### config.mk
export PLATFORM = sky130hd
export DESIGN_NAME = keypad_scanner_flat
export DESIGN_NICKNAME = d
export VERILOG_FILES = /design/src/rtl/keypad_scanner_if.sv /design/src/rtl/keypad_scanner.sv /design/src/flat_wrapper.sv
export SDC_FILE = /design/constraint.sdc
export NUM_CORES = 1
export LEC_CHECK = 0
export CAP_MARGIN = 25
export CORE_ASPECT_RATIO = 1.25
export CORE_MARGIN = 10
export CORE_UTILIZATION = 40
export CTS_BUF_LIST = sky130_fd_sc_hd__clkbuf_4
export CTS_CLUSTER_SIZE = 24
export DETAILED_ROUTE_END_ITERATION = 10
export HOLD_SLACK_MARGIN = 0.08
export SYNTH_ARGS = -nofsm -noshare
export SYNTH_HDL_FRONTEND = slang
export SYNTH_SLANG_ARGS = --single-unit
export TNS_END_PERCENT = 20
### constraint.sdc
create_clock -name clock -period 1.8 [get_ports clock]
set_input_delay 0.18 -clock clock [delete_from_list [all_inputs] [get_ports clock]]
set_output_delay 0.18 -clock clock [all_outputs]
set_load 0.01 [all_outputs]
### src/rtl/keypad_scanner_if.sv
// Pin-level bundle between the keypad matrix and the scanner.
// col_n is the raw asynchronous column sense; the rest are scanner outputs.
interface keypad_scanner_if;
  logic [2:0] col_n;
  logic [3:0] row_n;
  logic [3:0] key;
  logic       key_strobe;

  modport master (output col_n, input  row_n, key, key_strobe);
  modport slave  (input  col_n, output row_n, key, key_strobe);
endinterface

### src/rtl/keypad_scanner.sv
// 4x3 matrix keypad scanner: row scan, 2-flop column sync, debounced press/release,
// stable digit 0-9 on key (NOKEY otherwise) with a one-cycle strobe per accepted press.
module keypad_scanner #(
  parameter int          SCAN_DIV     = 4,
  parameter int          DEBOUNCE_CNT = 3,
  parameter logic [3:0]  NOKEY        = 4'hA
) (
  input  logic             clock,
  input  logic             reset,
  keypad_scanner_if.slave  kp
);

  typedef enum logic [1:0] {SCAN, DEBOUNCE, HELD, RELEASE} state_t;

  typedef struct packed {
    logic       vld;
    logic [3:0] code;
  } key_hit_t;

  localparam int              CW        = (SCAN_DIV > 1) ? $clog2(SCAN_DIV) : 1;
  localparam int              DW        = $clog2(DEBOUNCE_CNT + 1);
  localparam logic [CW-1:0]   SLOT_LAST = CW'(SCAN_DIV - 1);
  localparam logic [DW:0]     DB_ACCEPT = (DW+1)'(DEBOUNCE_CNT);
  localparam logic [DW-1:0]   DB_ONE    = DW'(1);
  localparam logic [2:0]      ALL_HIGH  = 3'b111;

  // Exactly one low column on a mapped position yields a digit; '*', '#',
  // no column or several columns (ghosting) are all rejected.
  function automatic key_hit_t decode(input logic [1:0] r, input logic [2:0] p);
    key_hit_t   h;
    logic [1:0] c;
    logic       one;
    h   = '{vld: 1'b0, code: NOKEY};
    c   = 2'd0;
    one = 1'b1;
    case (p)
      3'b110:  c = 2'd0;
      3'b101:  c = 2'd1;
      3'b011:  c = 2'd2;
      default: one = 1'b0;
    endcase
    if (one) begin
      if (r != 2'd3) begin
        h.vld  = 1'b1;
        h.code = {2'b00, r} * 4'd3 + {2'b00, c} + 4'd1;
      end else if (c == 2'd1) begin
        h.vld  = 1'b1;
        h.code = 4'd0;
      end
    end
    return h;
  endfunction

  logic [2:0]    cs1, cs;
  logic [CW-1:0] slot;
  logic          sample;
  state_t        state, state_nxt;
  logic [1:0]    ridx, ridx_nxt;
  logic [2:0]    lpat, lpat_nxt;
  logic [DW-1:0] dcnt, dcnt_nxt;
  logic [DW:0]   dinc;
  logic          db_done;
  logic [3:0]    key_q, key_nxt;
  logic          stb_q, stb_nxt;
  key_hit_t      hit, lhit;

  assign sample  = (slot == SLOT_LAST);
  assign dinc    = {1'b0, dcnt} + {{DW{1'b0}}, 1'b1};
  assign db_done = (dinc >= DB_ACCEPT);
  assign hit     = decode(ridx, cs);
  // Row stays frozen outside SCAN, so ridx doubles as the latched row.
  assign lhit    = decode(ridx, lpat);

  always_ff @(posedge clock or negedge reset) begin
    if (!reset) begin
      cs1   <= 3'b000;
      cs    <= 3'b000;
      slot  <= '0;
      state <= SCAN;
      ridx  <= 2'd0;
      lpat  <= ALL_HIGH;
      dcnt  <= '0;
      key_q <= NOKEY;
      stb_q <= 1'b0;
    end else begin
      cs1   <= kp.col_n;
      cs    <= cs1;
      slot  <= sample ? '0 : slot + 1'b1;
      state <= state_nxt;
      ridx  <= ridx_nxt;
      lpat  <= lpat_nxt;
      dcnt  <= dcnt_nxt;
      key_q <= key_nxt;
      stb_q <= stb_nxt;
    end
  end

  always_comb begin
    state_nxt = state;
    ridx_nxt  = ridx;
    lpat_nxt  = lpat;
    dcnt_nxt  = dcnt;
    key_nxt   = key_q;
    stb_nxt   = 1'b0;
    if (sample) begin
      unique case (state)
        SCAN: begin
          if (hit.vld) begin
            lpat_nxt = cs;
            dcnt_nxt = DB_ONE;
            if (DEBOUNCE_CNT <= 1) begin
              state_nxt = HELD;
              key_nxt   = hit.code;
              stb_nxt   = 1'b1;
            end else begin
              state_nxt = DEBOUNCE;
            end
          end else begin
            ridx_nxt = ridx + 2'd1;
          end
        end
        DEBOUNCE: begin
          if (cs == lpat) begin
            if (db_done && lhit.vld) begin
              state_nxt = HELD;
              key_nxt   = lhit.code;
              stb_nxt   = 1'b1;
            end else begin
              dcnt_nxt = dinc[DW-1:0];
            end
          end else begin
            state_nxt = SCAN;
            ridx_nxt  = ridx + 2'd1;
          end
        end
        HELD: begin
          if (cs != lpat) begin
            if (cs == ALL_HIGH && DEBOUNCE_CNT <= 1) begin
              state_nxt = SCAN;
              key_nxt   = NOKEY;
              ridx_nxt  = ridx + 2'd1;
            end else begin
              state_nxt = RELEASE;
              dcnt_nxt  = DB_ONE;
            end
          end
        end
        RELEASE: begin
          if (cs == ALL_HIGH) begin
            if (db_done) begin
              state_nxt = SCAN;
              key_nxt   = NOKEY;
              ridx_nxt  = ridx + 2'd1;
            end else begin
              dcnt_nxt = dinc[DW-1:0];
            end
          end else if (cs == lpat) begin
            // Bounce back to the same key: resume without a second strobe.
            state_nxt = HELD;
          end else begin
            dcnt_nxt = DB_ONE;
          end
        end
        default: state_nxt = SCAN;
      endcase
    end
  end

  assign kp.row_n      = ~(4'b0001 << ridx);
  assign kp.key        = key_q;
  assign kp.key_strobe = stb_q;

endmodule

### src/flat_wrapper.sv
// flat-port wrapper written by rule: the top's interface ports become plain ports
module keypad_scanner_flat 
#(
  parameter int          SCAN_DIV     = 4,
  parameter int          DEBOUNCE_CNT = 3,
  parameter logic [3:0]  NOKEY        = 4'hA
)
  (clock, reset, kp_col_n, kp_row_n, kp_key, kp_key_strobe);
  keypad_scanner_if kp_i ();
  input  logic clock;
  input  logic reset;
  input wire logic [$bits(kp_i.col_n)-1:0] kp_col_n;
  output wire logic [$bits(kp_i.row_n)-1:0] kp_row_n;
  output wire logic [$bits(kp_i.key)-1:0] kp_key;
  output wire logic [$bits(kp_i.key_strobe)-1:0] kp_key_strobe;
  assign kp_i.col_n = kp_col_n;
  assign kp_row_n = kp_i.row_n;
  assign kp_key = kp_i.key;
  assign kp_key_strobe = kp_i.key_strobe;
  keypad_scanner #(.SCAN_DIV(SCAN_DIV), .DEBOUNCE_CNT(DEBOUNCE_CNT), .NOKEY(NOKEY)) u_core (.clock(clock), .reset(reset), .kp(kp_i));
endmodule
==> results.cfg <==
[power_and_ir_drop]
p_comb_frac = 0.568
powerDensity_nw_per_um2 = 1400
pwr-share-seq = 0.334
switching_share = 0.378
power.switching_w = 0.000874
p_int_w = 0.00144
vdd_drop_max_uv = 828
p_leak_nw = 0.754
pwr-share-clk = 0.098

[cells_and_area]
final_cell_count_no_fill = 182
ff_latch_area_um2 = 557
fillers = 255
num_antenna_cells = 0
multi_input_area_um2 = 688
drive_above_1_share = 0.356
nNetsFinal = 163
syn2layout_area_growth_pct = 32.0

[placement]
place.gp.congestion = 0.747
portBuffers = 13
dp_cells = 177
dpl.hpwl_um = 1840

[clocking]
tritoncts = yes
cts.sinks = 22
cts_root_buf = clkbuf_4
cts.htree.levels = 1
cts.clk_slew.worst_paths_ns = 0.12
hold_buffers = 0
numCtsBuffers = 3
clk_path_buf_depth = 2
clk_latency_ns = 0.31

[timing]
rsz0062_at_grt = yes
tightest_slew_ns = 0.385
setup_ws_ns = -0.131
min_period_ns = 1.93
relSlewSlack = 0.740
hold_viol = 0
hold_slack_ns = 0.201
clock_skew_ns = 0.00183
fin_crit_sh = 1.07
fmax_ghz = 0.518
report.final.slew_viol_count = 0
setup_viol = 6

[worst_setup_path]
crit_path_end = u_core.kp.key[2]
criticalPathCategory = flip-flop to flip-flop
r2r_start = u_core.lpat[2]
setup.worst_path.start = u_core.lpat[2]
worst-path-max-fanout = 7
worstPathArrival_ns = 2.13
critical_path_required_ns = 2.00
reg2reg_to = u_core.kp.key[2]
worstSetupStartpointType = flip-flop
worstSetupEndpointType = flip-flop
r2r_cells = 6
reg2reg_slack_ns = -0.13

[detailed_routing]
drtIter0Drc = 24
wl_per_cell_um = 13.2
dr.pass1.iters = 2
post_drt_via_cell_ratio = 4.93
vias = 897
drc = 0
wl_um = 2410
ant_nets = 0

[hold_path]
min_path_type = input pin to asynchronous set/reset pin

[floorplan]
core_area_um2 = 2970
fp-row-count = 22
io_pins = 14
die-area_um2 = 5780
die_h_um = 82.5
fp.dieW_um = 70.0
start_util = 0.421

[global_route]
grt_pass1_vias = 924
grt_pass1_wl_um = 4200
grt.total_usage = 0.0888
grt_max_degree = 23
antenna_found_initial = 0
overflow = 0

[synth]
syn-mean-instance-area_um2 = 11.1
synth_area_leaders = dfrtp_1 (34%), dfstp_2 (11%), ha_1 (10%)
synth_top_cell_by_area = dfrtp_1
syn_inst = 113
syn_nets = 129
yosysSeqAreaShare = 0.445
synth_top_area_share = 0.340
syn-cell-area_um2 = 1250
ys_warn_count = 0
synth-seq-cells = 22
yosysUniqueCellTypes = 41

[run]
cap_violations = 0

[status]
violations = negative setup slack
status = finished, violations left
layout by cell type (no fill, tap or decap), types with 2 or more instances in the layout:
cell             netlist  final
buf_4                  2     20
dfrtp_1               17     17
inv_1                 10      9
clkdlybuf4s50_1        0      9
nand2_1                7      7
nor2_1                 6      6
ha_1                  10      6
xnor2_1                6      5
dfstp_2                5      5
mux2_2                 5      4
xnor2_2                2      3
o21ai_0                5      3
nand3_1                3      3
ha_2                   0      3
clkbuf_4               0      3
inv_2                  1      2
o31a_1                 2      2
nor3_4                 1      2
mux2_1                 2      2
nand2b_1               2      2
o21ai_1                0      2
dlymetal6s2s_1         0      2
dlygate4sd2_1          0      2
power groups by stage:
| stage | sequential [W] | combinational (W) | clock, W |
|---|---|---|---|
| after global placement | 0.000765 | 0.00116 | 0 |
| after global routing | 0.000792 | 0.00147 | 0.000259 |
| after CTS | 0.000765 | 0.00120 | 0.000239 |
| after detailed placement | 0.000773 | 0.00120 | 0 |
| after floorplan | 0.000692 | 0.000785 | 0 |
| final | 0.000772 | 0.00131 | 0.000226 |
through the flow:
| step | power [W] | setup slack (ns) | utilization | instance area, um2 | setup TNS [ns] |
|---|---|---|---|---|---|
| 5_1_grt | 0.00252 | -0.215 | 0.556 | 1650 | -1.30 |
| 3_3_place_gp | 0.00192 | -0.105 | 0.525 | 1560 | -0.440 |
| 3_5_place_dp | 0.00197 | -0.114 | 0.525 | 1560 | -0.645 |
| 6_report | 0.00231 | -0.131 | 0.556 | 1650 | -0.430 |
| 4_1_cts | 0.00220 | -0.153 | 0.537 | 1600 | -0.602 |
| 2_1_floorplan | 0.00148 | -0.0620 | - | 1260 | -0.149 |
cells by family (layout without fill, tap and decap cells):
| family | Yosys count | in the layout | share of synthesized area |
|---|---|---|---|
| AND/OR/NAND/NOR | 29 | 29 | 0.135 |
| flip-flops | 22 | 22 | 0.445 |
| AO/OA/AOI/OAI | 18 | 18 | 0.104 |
| buffers and inverters | 16 | 49 | 0.0540 |
| adder cells (fa/ha/maj) | 11 | 11 | 0.116 |
| XOR/XNOR | 9 | 9 | 0.0750 |
| multiplexers | 8 | 8 | 0.0710 |
area by class of cell:
cell class | instances | area share
Clock buffer | 3 | 0.0136
Multi-Input combinational cell | 75 | 0.417
Sequential cell | 22 | 0.337
Timing Repair Buffer | 34 | 0.178
Inverter | 11 | 0.0250
Clock inverter | 1 | 0.00227
Tap cell | 36 | 0.0273
metal layers:
layer,wire length (um),vias up,track usage
met5,0,-,0
met4,61,0,0.0474
met3,98,4,0.0263
met2,1190,13,0.155
met1,1050,426,0.0961
li1,-,454,-
worst min path at each step:
stage | start | to | slack [ns] | cells past startpoint
detailed placement | u_core.cs1[2] | u_core.cs[2] | 0.34 | 0
CTS | reset | u_core.slot[1] | 0.20 | 2
global placement | u_core.cs1[2] | u_core.cs[2] | 0.33 | 0
finish | reset | u_core.state[1] | 0.20 | 2
floorplan | reset | u_core.cs1[0] | -0.12 | 0
global route | reset | u_core.state[1] | 0.21 | 2
flip-flops by register name (all words and copies together), names as in the netlist:
name / cells
u_core.kp.key_strobe: 1
u_core.cs1: 3
u_core.state: 2
u_core.kp.key: 4
u_core.ridx: 2
u_core.dcnt: 2
u_core.lpat: 3
u_core.slot: 2
u_core.cs: 3
cell usage after synthesis (all sizes together):
cell      n
buf       2
o21ai     5
or4       1
o41ai     1
dfstp     5
inv      11
mux2      7
nand2b    2
nand3     4
xnor2     8
nor2b     1
and3      1
or3       1
nand4b    1
nor3b     1
o211a     1
mux2i     1
clkbuf    3
ha       10
nor4      1
xor2      1
a22o      1
o21a      1
nor3      2
o31a      2
nor2      6
o221ai    1
nand3b    1
nand2     7
o221a     1
a2bb2oi   1
a211oi    1
fa        1
a21oi     2
o22ai     1
dfrtp    17
worst max-delay path, cell delays in order (launching register included):
cell	delay, ns
dfstp_2	0.64
nand3b_1	0.14
buf_4	0.16
o31a_1	0.11
o31a_1	0.27
nor3_4	0.16
mux2_1	0.34
repair_timing:
item,CTS,global route
pin swaps,2,4
buffers inserted,0,1
gates resized for setup,7,10
endpoints found under the setup margin,10,10
cloned,0,0
(Power assumes the default switching activity.)
